--- config.mk ---
export PLATFORM = sky130hd
export DESIGN_NAME = temp_window_averager
export DESIGN_NICKNAME = d
export VERILOG_FILES = /design/src/rtl/temp_window_averager.sv
export SDC_FILE = /design/constraint.sdc
export NUM_CORES = 1
export LEC_CHECK = 0
export BUFFER_PORTS_ARGS = -buffer_cell sky130_fd_sc_hd__buf_4
export CORE_ASPECT_RATIO = 2
export CORE_MARGIN = 2
export CORE_UTILIZATION = 50
export DETAILED_ROUTE_END_ITERATION = 7
export GPL_TIMING_DRIVEN = 0
export PLACE_DENSITY = 0.78
export SETUP_SLACK_MARGIN = 0.05
export SYNTH_ARGS = -nofsm -noshare
export SYNTH_HDL_FRONTEND = slang
export SYNTH_SLANG_ARGS = --single-unit
--- constraint.sdc ---
create_clock -name clk -period 6.8 [get_ports clk]
set_input_delay 1.36 -clock clk [delete_from_list [all_inputs] [get_ports clk]]
set_output_delay 1.36 -clock clk [all_outputs]
set_load 0.01 [all_outputs]
--- src/rtl/temp_window_averager.sv ---
// rtl/temp_window_averager.sv - moving average over the last 2^LOG2_DEPTH temperature samples
module temp_window_averager #(
  parameter int LOG2_DEPTH = 3
) (
  input  logic        clk,
  input  logic        reset,
  input  logic        sample_valid,
  input  logic [15:0] sample_in,
  input  logic        clear,
  output logic [15:0] temp_average,
  output logic        avg_valid,
  output logic        window_full
);

  localparam int DEPTH = 1 << LOG2_DEPTH;
  localparam int SW    = 16 + LOG2_DEPTH;
  localparam logic [LOG2_DEPTH:0] FILL_MAX = (LOG2_DEPTH + 1)'(DEPTH);

  logic [15:0]         win_buf_q [DEPTH];
  logic [15:0]         win_buf_d [DEPTH];
  logic [LOG2_DEPTH-1:0] wr_ptr_q, wr_ptr_d;
  logic [LOG2_DEPTH:0]   fill_q, fill_d;
  logic [SW-1:0]         sum_q, sum_d;
  logic [15:0]           avg_q, avg_d;
  logic                  avg_valid_q, avg_valid_d;
  logic                  full_q, full_d;

  logic [15:0]           oldest;
  logic [SW-1:0]         new_sum;
  logic [LOG2_DEPTH:0]   fill_inc;

  // The slot about to be overwritten holds the sample leaving the window.
  // The sum always contains that sample, so the subtraction never wraps.
  assign oldest   = win_buf_q[wr_ptr_q];
  assign new_sum  = sum_q + SW'(sample_in) - SW'(oldest);
  assign fill_inc = (fill_q == FILL_MAX) ? fill_q : fill_q + (LOG2_DEPTH + 1)'(1);

  // Next-state: clear flushes everything, an accepted sample updates window and average.
  always_comb begin
    win_buf_d   = win_buf_q;
    wr_ptr_d    = wr_ptr_q;
    fill_d      = fill_q;
    sum_d       = sum_q;
    avg_d       = avg_q;
    full_d      = full_q;
    avg_valid_d = 1'b0;
    if (clear) begin
      win_buf_d = '{default: '0};
      wr_ptr_d  = '0;
      fill_d    = '0;
      sum_d     = '0;
      avg_d     = '0;
      full_d    = 1'b0;
    end else if (sample_valid) begin
      win_buf_d[wr_ptr_q] = sample_in;
      wr_ptr_d            = wr_ptr_q + LOG2_DEPTH'(1);
      fill_d              = fill_inc;
      sum_d               = new_sum;
      // Empty slots read as zero, so the divisor is always DEPTH.
      avg_d               = new_sum[SW-1:LOG2_DEPTH];
      full_d              = (fill_inc == FILL_MAX);
      avg_valid_d         = (fill_inc == FILL_MAX);
    end
  end

  // State registers with asynchronous active-low reset.
  always_ff @(posedge clk or negedge reset) begin
    if (!reset) begin
      win_buf_q   <= '{default: '0};
      wr_ptr_q    <= '0;
      fill_q      <= '0;
      sum_q       <= '0;
      avg_q       <= '0;
      avg_valid_q <= 1'b0;
      full_q      <= 1'b0;
    end else begin
      win_buf_q   <= win_buf_d;
      wr_ptr_q    <= wr_ptr_d;
      fill_q      <= fill_d;
      sum_q       <= sum_d;
      avg_q       <= avg_d;
      avg_valid_q <= avg_valid_d;
      full_q      <= full_d;
    end
  end

  assign temp_average = avg_q;
  assign avg_valid    = avg_valid_q;
  assign window_full  = full_q;

endmodule

== After elaboration in Yosys (flattened, before gate mapping) ==
Index checks and enable logic that the tools add are counted.

* Bits in registers: 172
* Bits in latches: 0
* Bits in writable memories: 0
* ROM bits: 0
* Bits of input ports: 20
* Output and inout port bits: 18
* Word-level logic and storage cells: 46
* Memories kept: 0

* $add $sub $neg: 4
* Multipliers: 0
* Divide/modulo/power cells: 0
* Order comparisons: 2
* Equality and inequality tests: 2
* Shift operators: 0
* Mux-type cells: 21
* Bitwise gates (word level): 1
* Reduce and logical (&&, ||, !) cells: 2

{| class="wikitable"
|+ Operators with widths
! operator !! number
|-
| $mux 128 || 2
|-
| $bwmux 128 || 1
|-
| $mux 16 || 5
|-
| $bmux 16 s3 || 1
|-
| $demux 16 s3 || 1
|-
| $mux 19 || 2
|-
| $add 19x16->19 || 1
|-
| $sub 19x16->19 || 1
|-
| $mux 4 || 3
|-
| $eq 4x4->1 const B || 2
|-
| $mux 3 || 2
|-
| $add 4x1->4 const B || 1
|-
| $ge 4x4->1 const B || 1
|-
| $lt 4x1->1 const B || 1
|-
| $mux 1 || 4
|-
| $not 3->4 || 1
|-
| $add 3x1->3 const B || 1
|-
| $reduce_bool 2->1 || 1
|-
| $logic_and 1x1->1 || 1
|}

== Longest topological paths before layout ==
Gate-level depths: netlist (run 1).

* Depth in word-level cells: 8
* Gate-level depth with buffers: 18
* Gate-level depth less buffers: 16

== Worst setup path before layout (run 1) ==
OpenSTA, ideal clock, no wires.

* Path type: input to register
* From: input port sample_in[2]
* To: register sum_q[18]
* Setup time: 0.128 ns
* Arrival: 4.048 ns
* Data required time: 6.672 ns
* Setup slack: 2.625 ns
* Stages on the path: 12
* Path buffers: 1
* Path through: clkbuf_1 > inv_1 > fa_1 > inv_1 > ha_1 > nor2b_4 > o31a_1 > o21ai_4 > o21ai_2 > a221oi_2 > mux2i_1 > mux2_1

* Cells in the longest elaborated chain, start to end: 4

{| class="wikitable"
|+ RTL lines
! element !! RTL line !! source
|-
| start, declared || 8 || <nowiki>input logic [15:0] sample_in,</nowiki>
|-
| $add 19x16->19 || 35 || <nowiki>assign new_sum = sum_q + SW'(sample_in) - SW'(oldest);</nowiki>
|-
| $sub 19x16->19 || 35 ||
|-
| $mux 19 || 54 || <nowiki>end else if (sample_valid) begin</nowiki>
|-
| $mux 19 || 47 || <nowiki>if (clear) begin</nowiki>
|-
| end signal, assigned || 80 || <nowiki>sum_q <= sum_d;</nowiki>
|-
| end, declared || 23 || <nowiki>logic [SW-1:0] sum_q, sum_d;</nowiki>
|}

No other way between the ends. The select of a mux whose other input is x is not followed.
A chain may end at the register's enable or synchronous reset.

== Final worst setup path (run 1) ==
* From: register wr_ptr_q[0]
* To: register sum_q[18]

* Cells in the longest elaborated chain, start to end: 7

{| class="wikitable"
|+ RTL lines
! element !! RTL line !! source
|-
| start, declared || 21 || <nowiki>logic [LOG2_DEPTH-1:0] wr_ptr_q, wr_ptr_d;</nowiki>
|-
| start signal, assigned || 78 || <nowiki>wr_ptr_q <= wr_ptr_d;</nowiki>
|-
| $not 3->4 (not written as such) || 34 || <nowiki>assign oldest = win_buf_q[wr_ptr_q];</nowiki>
|-
| $bmux 16 s3 || 34 ||
|-
| $mux 16 (not written as such) (2 in a row) || 34 ||
|-
| $sub 19x16->19 || 35 ||
|-
| $mux 19 || 54 ||
|-
| $mux 19 || 47 ||
|}

No other way between the ends. The select of a mux whose other input is x is not followed.

==> summary.md, run 1 <==
| Metric | Value |
|---|---|
| Layout Skew | `0.00990 ns` |
| Starting Density | `0.510` |
| Maxcap violations | `0` |
| Crit Path Max Fanout | `10` |
| Worst path cell trace | `buf_2 -> nor3b_2 -> clkbuf_1 -> a22oi_1 -> nand4_1 -> fa_1 -> inv_1 -> ha_1 -> o21a_1 -> o31a_1 -> o21ai_4 -> o21ai_2 -> a221oi_2 -> mux2i_1 -> mux2_1` |
| Sequential element share of the synthesized area | `0.456` |
| Max IR drop VDD | `about 0.17 mV` |
| Later-pin clock latency in the skew report | `0.44 ns` |
| EDFF count, synth | `0` |
| CP endpoint kind | `flop` |
| Num CTS Buffers | `17` |
| Place WS | `1.89 ns` |
| Routed len/inst | `19.4 µm` |
| Fraction of registers with async set/reset | `1.00` |
| Placed Cells | `~1.2k` |
| Die W | `96.5 µm` |
| Commonest cells in the netlist | `nand2_1, dfrtp_1, a21oi_1, inv_1, a22oi_1` |
| Layout cells sized above 1 | `0.0872` |
| Fin crit share | `0.740` |
| Fill count | `roughly 1.5k` |
| Multi-input logic area | `3970 µm²` |
| TNS Setup | `0 ns` |
| Max clock buf depth | `2` |
| Util after Layout | `0.573` |
| CP peak stage delay | `0.76 ns` |
| Top-count cell post-synth | `nand2_1` |
| Antenna diodes | `0` |
| Initial antenna violation count | `0` |
| Worst path bufs/invs | `3` |
| Grt ovf | `0` |
| Final min period | `5.03 ns` |
| I/O pin count | `38` |
| Largest net degree at the start of global routing | `92` |
| Die area | `18200 µm²` |
| Synth Net Count | `1071` |
| Post-CTS setup buffer count | `0` |
| Synth area leader | `dfrtp_1` |
| Post-DRT Antenna Nets | `0` |
| Status | `complete, but fails checks` |
| Post-Syn Instances | `between 1k and 1.5k` |
| Core Footprint | `~17000 µm²` |
| H-tree levels | `4` |
| Max frequency | `199 MHz` |
| Synth top area share | `0.456` |
| GP Congestion | `0.929` |
| Hold Crit Class | `reg -> reg` |
| First-pass GRT wire length | `39.5 mm` |
| Detailed-router iteration count before antenna repair | `7` |
| DRC viols | `1` |
| Pwr dens | `312 nW/µm²` |
| Row Count | `between 60 and 70` |
| Slew @ Worst Pin | `~0.9 ns` |
| Vias in the first global route | `7634` |
| Static leakage | `4.24 nW` |
| Starting DRT DRC Count | `about 760` |
| Total power | `~0.0030 W` |
| Via count | `7449` |
| CP max-delay cell | `nor3b_2` |
| PortBufs | `21` |
| Worst Path Required | `between 7 and 8 ns` |
| Mapped Avg Cell Area | `8.44 µm²` |
| Critical path class | `reg -> reg` |
| DP HPWL | `between 15 and 20 mm` |
| Vias per cell | `5.85` |
| Clock Sinks | `around 160` |
| Post-CTS Hold Buffers | `0` |
| Synth Warn # | `0` |
| FF+latch count, synth | `156` |
| Die height | `189 µm` |
| Final WS setup | `1.77 ns` |
| CP startpoint kind | `flop` |
| Clock slew at reported path FFs | `0.07 ns` |
| Gr usage total | `0.289` |
| Synth-to-Final Area Change | `12.4%` |
| Final slew viol count | `0` |
| Ys flop type | `dfrtp_1` |
| CP delay by family, top | `compound AO/OA/AOI/OAI gates` |
| Synth unique cells | `roughly 50` |
| CTS tree | `done` |
| Total wire length | `24.7 mm` |
| Final cell count without fillers | `1274` |
| Final Hold Fails | `0` |
| Register Area | `3900 µm²` |
| Final Setup Violations | `0` |
| Synth top area cells | `dfrtp_1, nand2_1, a21oi_1, a22oi_1, fa_1` |
| Netlist Area Pre-Place | `8550 µm²` |
| Slew HR | `0.381` |
| Root buf cell | `clkbuf_16` |
| RSZ-0062 raised after global routing | `false` |
| WP data arrival | `5.36 ns` |
| # resized after CTS | `0` |
| Failing checks | `design-rule violations` |
| Nets | `1112` |
-- metrics by stage --
step | hold slack [ns] | instance area [µm²]
floorplan | 0.473 | 8550
global placement | 0.465 | 8970
detailed placement | 0.475 | 9000
CTS | 0.490 | 9610
global route | 0.508 | 9610
finish | 0.482 | 9610
-- kinds of logic (layout without fill, tap and decap cells) --
kind of cell	Yosys count	count (layout)	share of synthesized area
buf+inv	161	215	0.0800
simple gates	382	382	0.187
fa+ha+maj	38	38	0.0696
xor+xnor	14	14	0.0143
mux	13	13	0.0155
compound gates	249	249	0.177
flops	156	156	0.456
-- sequential cells by signal, summed over array words and instances, names as in the netlist --
register,count
avg_valid,1
fill_q,4
sum_q,19
win_buf_q,128
window_full,1
wr_ptr_q,3
-- cell usage in the layout, fill, tap and decap left out, types with 17 or more instances in the layout --
cell type | Yosys | final
clkbuf_1 | 62 | 64
dfrtp_1 | 156 | 156
a21oi_1 | 141 | 141
a22oi_1 | 64 | 64
buf_4 | 17 | 37
nor2_1 | 32 | 32
clkbuf_16 | 0 | 17
nand2_1 | 296 | 296
ha_1 | 22 | 22
inv_1 | 69 | 69
nand4_1 | 19 | 19
-- worst reg2reg max path: stages, from the launching register on --
cell and delay, ns:
dfrtp_1 0.37, buf_2 0.24, nor3b_2 0.76, clkbuf_1 0.61, a22oi_1 0.29, nand4_1 0.17, fa_1 0.43, inv_1 0.08
ha_1 0.29, o21a_1 0.21, o31a_1 0.18, o21ai_4 0.28, o21ai_2 0.10, a221oi_2 0.27, mux2i_1 0.30, mux2_1 0.35
-- metal layers --
metal,track usage,wire (µm),vias to the layer above
met5,0,0,-
met4,0.182,1500,0
met3,0.0478,1340,101
met2,0.514,13400,332
met1,0.306,8420,3587
li1,-,-,3429
-- report_power, final --
| part | internal [W] | leakage [nW] | switching, W | total [W] |
|---|---|---|---|---|
| sequential | 0.000981 | 2.15 | 0.0000421 | 0.00102 |
| combinational | 0.000406 | 1.80 | 0.000573 | 0.000979 |
| clock | 0.000606 | 0.288 | 0.000394 | 0.00100 |
-- area by class of cell --
| class | instances | share of cell area |
|---|---|---|
| multi-input combinational | 696 | 0.412 |
| buffer | 92 | 0.0442 |
| clock inverter | 10 | 0.0144 |
| tap | 207 | 0.0269 |
| timing repair buffer | 22 | 0.0197 |
| clock buffer | 22 | 0.0493 |
| sequential | 156 | 0.406 |
| inverter | 69 | 0.0269 |
-- path summary, 6_finish.rpt --
kind	to	start	slack, ns	cells past startpoint
max in group asynchronous	win_buf_q[94]$_DFFE_PN0P_	reset	4.97	2
max	sum_q[18]$_DFFE_PN0P_	wr_ptr_q[0]$_DFFE_PN0P_	1.77	15
min reg2reg	window_full$_DFFE_PN0P_	window_full$_DFFE_PN0P_	0.48	1
min	window_full$_DFFE_PN0P_	window_full$_DFFE_PN0P_	0.48	1
max reg2reg	sum_q[18]$_DFFE_PN0P_	wr_ptr_q[0]$_DFFE_PN0P_	1.77	15
min in group asynchronous	win_buf_q[113]$_DFFE_PN0P_	reset	0.99	1
Note: power is estimated with default switching activity, not from simulation.
==> inputs of run 2 (changes only) <==
Settings changed: ABC_AREA set to 1.
Clock period 6.8 ns to 5.2 ns, I/O delays scaled along.
==> run 2 against run 1 <==
Net effect: the run now ends clean; flip-flop and latch count is the same; non-clock buffer count shrank 19; final cell count shrank 2.5%; area after synthesis shrank 2.6%; sequential share of layout area grew 0.57 points; final area shrank 1.4%; core utilization grew 0.93 points; largest power group is now combinational logic; combinational power grew 63%; clock-buffer cell count shrank 4; sequential power grew 32%; setup slack lost 0.51 ns; register-to-register slack lost 0.51 ns.
==> summary.md, run 2 <==
| Metric | Value |
|---|---|
| Status | `completed` |
| Detailed-router iteration count before antenna repair | `6 (-1)` |
| CP endpoint kind | `flop` |
| Core Footprint | `16300 µm² (-3.0%)` |
| Slew HR | `0.510 (+0.130)` |
| Clock power share | `0.301 (-0.032)` |
| Static leakage | `4.54 nW (+6.9%)` |
| Mapped Avg Cell Area | `8.60 µm² (+1.9%)` |
| Post-CTS Hold Buffers | `0 (unchanged)` |
| Met3 Use GR | `0.0464 (-0.00132)` |
| Reg2reg setup slack | `1.25 ns (-0.51 ns)` |
| GP Congestion | `0.965 (+3.9%)` |
| Register Area | `3900 µm² (unchanged)` |
| Synth area leader | `dfrtp_1` |
| Max clock buf depth | `2 (unchanged)` |
| Most utilized layer in the global route result | `met2` |
| Commonest non-fill, non-tap cells in the layout | `inv_1, dfrtp_1, nand2_1` |
| Final min period | `3.95 ns (-1.09 ns)` |
| Slew @ Worst Pin | `0.727 ns (-0.197 ns)` |
| Die W | `95.3 µm (-1.3%)` |
| Final Hold Fails | `0 (unchanged)` |
| Fin crit share | `0.759 (+0.0188)` |
| Commonest cells in the netlist | `inv_1, dfrtp_1, nand2_1, o22ai_1, nand3_1` |
| Largest net degree at the start of global routing | `102 (+11%)` |
| Post-DRT Antenna Nets | `0 (unchanged)` |
| Biggest register | `win_buf_q` |
| Num CTS Buffers | `17 (unchanged)` |
| Die area | `17800 µm² (-2.6%)` |
| Psw | `0.00160 W (+59%)` |
| Final slew viol count | `0 (unchanged)` |
| Grt ovf | `0 (unchanged)` |
| First-pass GRT wire length | `40.4 mm (+2.5%)` |
| WP data arrival | `4.28 ns (-1.08 ns)` |
| Reg power frac | `0.320 (-0.021)` |
| DP HPWL | `18.9 mm (+2.8%)` |
| Top flop regs | `win_buf_q: 128 flops, sum_q: 19 flops, fill_q: 4 flops` |
| Max IR drop VDD | `0.226 mV (+35%)` |
| CP max-delay cell | `fa_1` |
| FF+latch count, synth | `156 (unchanged)` |
| Layout cells sized above 1 | `0.132 (+0.0448)` |
| Maxcap violations | `0 (unchanged)` |
| Synth top area share | `0.469 (+0.0124)` |
| M1 GR Usage | `0.325 (+0.0190)` |
| Max frequency | `253 MHz (+28%)` |
| Sw Ratio | `0.380 (+0.0437)` |
| Hold path cells | `2 (+1)` |
| Worst Path Required | `5.53 ns (-1.60 ns)` |
| Gr usage total | `0.305 (+0.0154)` |
| WHS | `0.488 ns (+0.00614 ns)` |
| Internal power | `0.00262 W (+31%)` |
| Max FFs per register | `128 (unchanged)` |
| Row Count | `66 (-1.5%)` |
| Fill count | `1371 (-11%)` |
| Synth unique cells | `33 (-33%)` |
| Root buf cell | `clkbuf_16` |
| Later-pin clock latency in the skew report | `0.44 ns (about the same)` |
| Crit Path Max Fanout | `10 (unchanged)` |
| GR Util met2 | `0.508 (-0.00630)` |
| Layout Skew | `0.00848 ns (-0.00141 ns)` |
| Ys flop type | `dfrtp_1` |
| Netlist Area Pre-Place | `8330 µm² (-2.6%)` |
| Vias in the first global route | `7693 (+0.77%)` |
| Hold Crit Class | `reg -> reg` |
| Starting DRT DRC Count | `919 (+21%)` |
| Pwr dens | `445 nW/µm² (+43%)` |
| Top-count cell post-synth | `inv_1` |
| Routed len/inst | `20.9 µm (+8.0%)` |
| Fraction of registers with async set/reset | `1.00 (unchanged)` |
| Commonest non-fill, non-tap cell in the layout | `inv_1` |
| Total wire length | `26.0 mm (+5.3%)` |
| Synth-to-Final Area Change | `13.9%` |
| Sequential element share of the synthesized area | `0.469 (+0.0124)` |
| DRC viols | `0 (-1)` |
| Critical path class | `reg -> reg` |
| H-tree levels | `4 (unchanged)` |
| Clock slew at reported path FFs | `0.07 ns (about the same)` |
| Multi-input logic area | `3430 µm² (-14%)` |
| R2r worst-path depth | `18 (+3)` |
| CP startpoint kind | `flop` |
| Worst path cell trace | `inv_2 -> nand3_2 -> inv_2 -> buf_6 -> a22oi_1 -> o2111ai_1 -> fa_1 -> inv_1 -> ha_1 -> nand2_1 -> inv_1 -> nand2_1 -> nor3_1 -> o21ai_0 -> nand2_1 -> nand2_1 -> nand3_1 -> nand2_1` |
| Antenna diodes | `0 (unchanged)` |
| Initial antenna violation count | `0 (unchanged)` |
| Starting Density | `0.512 (+0.00170)` |
| RSZ-0062 raised after global routing | `false` |
| PortBufs | `37 (+76%)` |
| CTS tree | `done` |
| Synth Warn # | `0 (unchanged)` |
| TNS Setup | `0 ns (unchanged)` |
| I/O pin count | `38 (unchanged)` |
| Clock Sinks | `156 (unchanged)` |
| Synth top area cells | `dfrtp_1, inv_1, o22ai_1, nand2_1, nand3_1` |
| Die height | `187 µm (-1.3%)` |
| Post-Syn Instances | `968 (-4.4%)` |
| CP peak stage delay | `0.58 ns (-0.18 ns)` |
| Post-CTS setup buffer count | `0 (unchanged)` |
| Synth Net Count | `1026 (-4.2%)` |
| Nets | `1083 (-2.6%)` |
| EDFF count, synth | `0 (unchanged)` |
| Final Setup Violations | `0 (unchanged)` |
| # resized after CTS | `0 (unchanged)` |
| Combinational Power Share | `0.378 (+0.052)` |
| Vias per cell | `6.09 (+4.1%)` |
| Via count | `7563 (+1.5%)` |
| Cell repeated most along the worst path | `nand2_1` |
[run 2: worst paths after layout]
check                                   startpoint                   endpoint
setup / recovery           wr_ptr_q[0]$_DFFE_PN0P_      sum_q[14]$_DFFE_PN0P_
hold / removal             window_full$_DFFE_PN0P_    window_full$_DFFE_PN0P_
setup reg to reg           wr_ptr_q[0]$_DFFE_PN0P_      sum_q[14]$_DFFE_PN0P_
hold reg to reg            window_full$_DFFE_PN0P_    window_full$_DFFE_PN0P_
max in group asynchronous                    reset  win_buf_q[39]$_DFFE_PN0P_
min in group asynchronous                    reset   win_buf_q[3]$_DFFE_PN0P_
[run 2: metrics by stage]
step	cell area, µm²	worst slack (ns)	power [W]	utilization	instances
after global routing	9480	1.11	0.00447	0.583	1242
after global placement	8860	1.47	0.00290	0.545	1209
after detailed placement	8890	1.45	0.00294	0.547	1210
final	9480	1.25	0.00422	0.583	1242
after CTS	9480	1.41	0.00419	0.583	1242
after floorplan	8330	2.30	0.00248	-	968
[run 2: area by class of cell]
cell class,count,share of cell area
timing repair buffer,38,0.0326
tap,204,0.0269
sequential,156,0.412
multi-input combinational,583,0.362
clock inverter,14,0.0169
clock buffer,18,0.0453
buffer,57,0.0364
inverter,172,0.0684
[run 2: kinds of logic (layout without fill, tap and decap cells)]
logic type	count (synthesis)	in the layout	share of synthesized area
AND/OR/NAND/NOR	299	299	0.161
adder cells (fa/ha/maj)	38	38	0.0715
XOR/XNOR	11	11	0.0116
flip-flops	156	156	0.469
buffers and inverters	229	299	0.119
AO/OA/AOI/OAI	235	235	0.168
[run 2: power groups by stage]
stage	clock network, W	registers (W)	logic [W]
5_1_grt	0.00132	0.00136	0.00179
4_1_cts	0.00127	0.00135	0.00157
6_report	0.00127	0.00135	0.00160
3_3_place_gp	0	0.00137	0.00153
2_1_floorplan	0	0.00136	0.00112
3_5_place_dp	0	0.00138	0.00156
[run 2: layer usage]
layer,share of wire,up-vias,routed length (µm)
met4,0.095,0,2470
met5,0,-,0
met3,0.066,163,1720
li1,-,3343,-
met2,0.51,437,13200
met1,0.33,3620,8640
[run 2: critical path, delay by kind of cell, from the launching register on]
kind / cells / cell delay, ns
compound gates: 3 / 0.85
flops: 1 / 0.55
buf+inv: 5 / 0.52
fa+ha+maj: 2 / 0.94
simple gates: 8 / 0.99
==> inputs of run 3 (changes only) <==
Settings changed: PLACE_DENSITY 0.78 to 0.81.
Clock period 5.2 ns to 3.3 ns, I/O delays scaled along.
==> run 3 against run 2 <==
Net effect: via count rose by 9.2%; final area rose by 12%; the run now ends with negative setup slack left; clock power up 60%; clock skew rose by 0.0081 ns; largest power group unchanged; largest cell class is now multi-input gates.
==> summary.md, run 3 (same netlist as run 2, synthesis figures left out) <==
| Metric | Value |
|---|---|
| Status | `complete, but fails checks` |
| Failing checks | `negative setup slack` |
| Pwr dens | `748 nW/µm² (+68%)` |
| Gr usage total | `0.340 (+0.0349)` |
| Top flop regs | `win_buf_q: 128 flops, sum_q: 19 flops, fill_q: 4 flops` |
| Starting DRT DRC Count | `1072 (+17%)` |
| Place WS | `-0.450 ns (-1.90 ns)` |
| Max IR drop VDD | `0.306 mV (+35%)` |
| Fin crit share | `1.03 (+0.269)` |
| Slew @ Worst Pin | `0.928 ns (+0.201 ns)` |
| Placed inst area | `8890 µm² (unchanged)` |
| Critical path class | `reg -> reg` |
| Biggest register | `win_buf_q` |
| WP data arrival | `3.71 ns (-0.57 ns)` |
| Layout Skew | `0.0166 ns (+0.00810 ns)` |
| DP HPWL | `19.1 mm (+1.3%)` |
| Antenna diodes | `0 (unchanged)` |
| Initial antenna violation count | `0 (unchanged)` |
| WHS | `0.252 ns (-0.237 ns)` |
| Core Footprint | `16300 µm² (unchanged)` |
| Commonest non-fill, non-tap cells in the layout | `dfrtp_1, inv_1, nand2_1` |
| CTS tree | `done` |
| Num CTS Buffers | `17 (unchanged)` |
| Die W | `95.3 µm (unchanged)` |
| Die area | `17800 µm² (unchanged)` |
| Static leakage | `4.89 nW (+7.7%)` |
| Slew HR | `0.382 (-0.129)` |
| CP endpoint kind | `flop` |
| Final min period | `3.39 ns (-0.554 ns)` |
| GP Congestion | `0.976 (+1.1%)` |
| Crit Path Max Fanout | `7 (-3)` |
| Final Setup Violations | `7 (+7)` |
| Root buf cell | `clkbuf_16` |
| Clock Sinks | `156 (unchanged)` |
| First-pass GRT wire length | `44.1 mm (+9.1%)` |
| CP max-delay cell | `dfrtp_2` |
| CP startpoint kind | `flop` |
| Placed Cells | `1210 (unchanged)` |
| Final WS setup | `-0.0917 ns (-1.35 ns)` |
| Row Count | `66 (unchanged)` |
| Largest net degree at the start of global routing | `81 (-21%)` |
| Layout cells sized above 1 | `0.274 (+0.142)` |
| Worst Path Required | `3.62 ns (-1.91 ns)` |
| H-tree levels | `4 (unchanged)` |
| Die height | `187 µm (unchanged)` |
| Final Hold Fails | `0 (unchanged)` |
| Detailed-router iteration count before antenna repair | `6 (unchanged)` |
| Post-CTS Hold Buffers | `0 (unchanged)` |
| Clock slew at reported path FFs | `0.07 ns (about the same)` |
| Routed len/inst | `24.9 µm (+19%)` |
| Worst path cell trace | `inv_4 -> nand3_4 -> inv_2 -> a221oi_4 -> nand2_1 -> fa_1 -> inv_1 -> ha_4 -> a21oi_2 -> nor2_2 -> nor2_2 -> nand2_4 -> nand2_2 -> nand3b_1 -> nand3_2 -> nand2_1` |
| Hold Crit Class | `in -> async` |
| CP peak stage delay | `0.56 ns (-0.02 ns)` |
| Post-DRT Antenna Nets | `0 (unchanged)` |
| Finished Cell Area | `10600 µm² (+12%)` |
| Final cell count without fillers | `1274 (+2.6%)` |
| Total wire length | `31.8 mm (+22%)` |
| I/O pin count | `38 (unchanged)` |
| Commonest non-fill, non-tap cell in the layout | `dfrtp_1` |
| Starting Density | `0.512 (unchanged)` |
| Grt ovf | `0 (unchanged)` |
| Vias in the first global route | `8204 (+6.6%)` |
| Max frequency | `295 MHz (+16%)` |
| Later-pin clock latency in the skew report | `0.45 ns (about the same)` |
| RSZ-0062 raised after global routing | `true` |
| Vias per cell | `6.48 (+6.4%)` |
| Worst path bufs/invs | `3 (-2)` |
| Util after Layout | `0.654 (+0.0708)` |
| DRC viols | `0 (unchanged)` |
| Via count | `8256 (+9.2%)` |
| Final slew viol count | `0 (unchanged)` |
| Max FFs per register | `128 (unchanged)` |
| Synth-to-Final Area Change | `27.7%` |
| PortBufs | `37 (unchanged)` |
| Maxcap violations | `0 (unchanged)` |
| Max clock buf depth | `2 (unchanged)` |
| CP delay by family, top | `simple AND/OR/NAND/NOR gates` |
| Nets | `1115 (+3.0%)` |
## run 3: cell count changes in the layout (fill, tap and decap cells not counted), moves of 13 or more
cell,before,now
nand2_1,148,116
nand2_2,2,23
buf_4,56,76
ha_1,22,6
ha_4,0,15
nor2_1,36,23
## run 3: what timing repair did
action	in CTS	in global routing
setup buffers	17	13
pin swaps	20	55
gates resized for setup	73	116
cloned	1	1
endpoints found under the setup margin	15	14
## run 3: path summary, 6_finish.rpt
| kind | to | slack [ns] | cells past startpoint | from |
|---|---|---|---|---|
| worst max register to register | sum_q[15]$_DFFE_PN0P_ | -0.09 | 16 | wr_ptr_q[1]$_DFFE_PN0P_ |
| worst min-delay path | fill_q[1]$_DFFE_PN0P_ | 0.25 | 1 | reset |
| max in group asynchronous | win_buf_q[110]$_DFFE_PN0P_ | 2.15 | 2 | reset |
| worst min register to register | sum_q[14]$_DFFE_PN0P_ | 0.51 | 2 | sum_q[14]$_DFFE_PN0P_ |
| min in group clk | fill_q[1]$_DFFE_PN0P_ | 0.42 | 2 | clear |
| worst max-delay path | sum_q[15]$_DFFE_PN0P_ | -0.09 | 16 | wr_ptr_q[1]$_DFFE_PN0P_ |
## run 3: cell type report
cell class / count / area, µm²
plain buffers: 57 / 385
clock buffers: 19 / 453
clock inverters: 13 / 141
fillers: 1165 / 5640
inverters: 172 / 661
multi-input cells: 583 / 4190
flip-flops and latches: 156 / 3910
well taps: 204 / 255
repair buffers: 70 / 643
## run 3: per-stage QoR
step | setup TNS, ns | total power, W
6_report | -0.280 | 0.00795
5_1_grt | -1.24 | 0.00828
4_1_cts | 0 | 0.00690
3_5_place_dp | -4.17 | 0.00464
3_3_place_gp | -3.42 | 0.00458
2_1_floorplan | 0 | 0.00391
## run 3: report_power, final
group          internal (W)  leakage (nW)  switching [W]  total, W
Sequential          0.00204          2.15       0.000103   0.00214
Clock               0.00116         0.286       0.000869   0.00203
Combinational       0.00150          2.45        0.00228   0.00378
## run 3: worst reg2reg max path, stage by stage (launching register included)
cell	delay, ns
dfrtp_2	0.56
inv_4	0.11
nand3_4	0.17
inv_2	0.11
a221oi_4	0.31
nand2_1	0.13
fa_1	0.50
inv_1	0.07
ha_4	0.29
a21oi_2	0.26
nor2_2	0.07
nor2_2	0.14
nand2_4	0.14
nand2_2	0.10
nand3b_1	0.14
nand3_2	0.11
nand2_1	0.07
## run 3: per-layer routing
layer  track usage  vias up  share of wire
met2         0.551      668           0.50
met4         0.328        0           0.10
met3        0.0848      235          0.090
li1              -     3408              -
met5             0        -              0
met1         0.336     3945           0.31
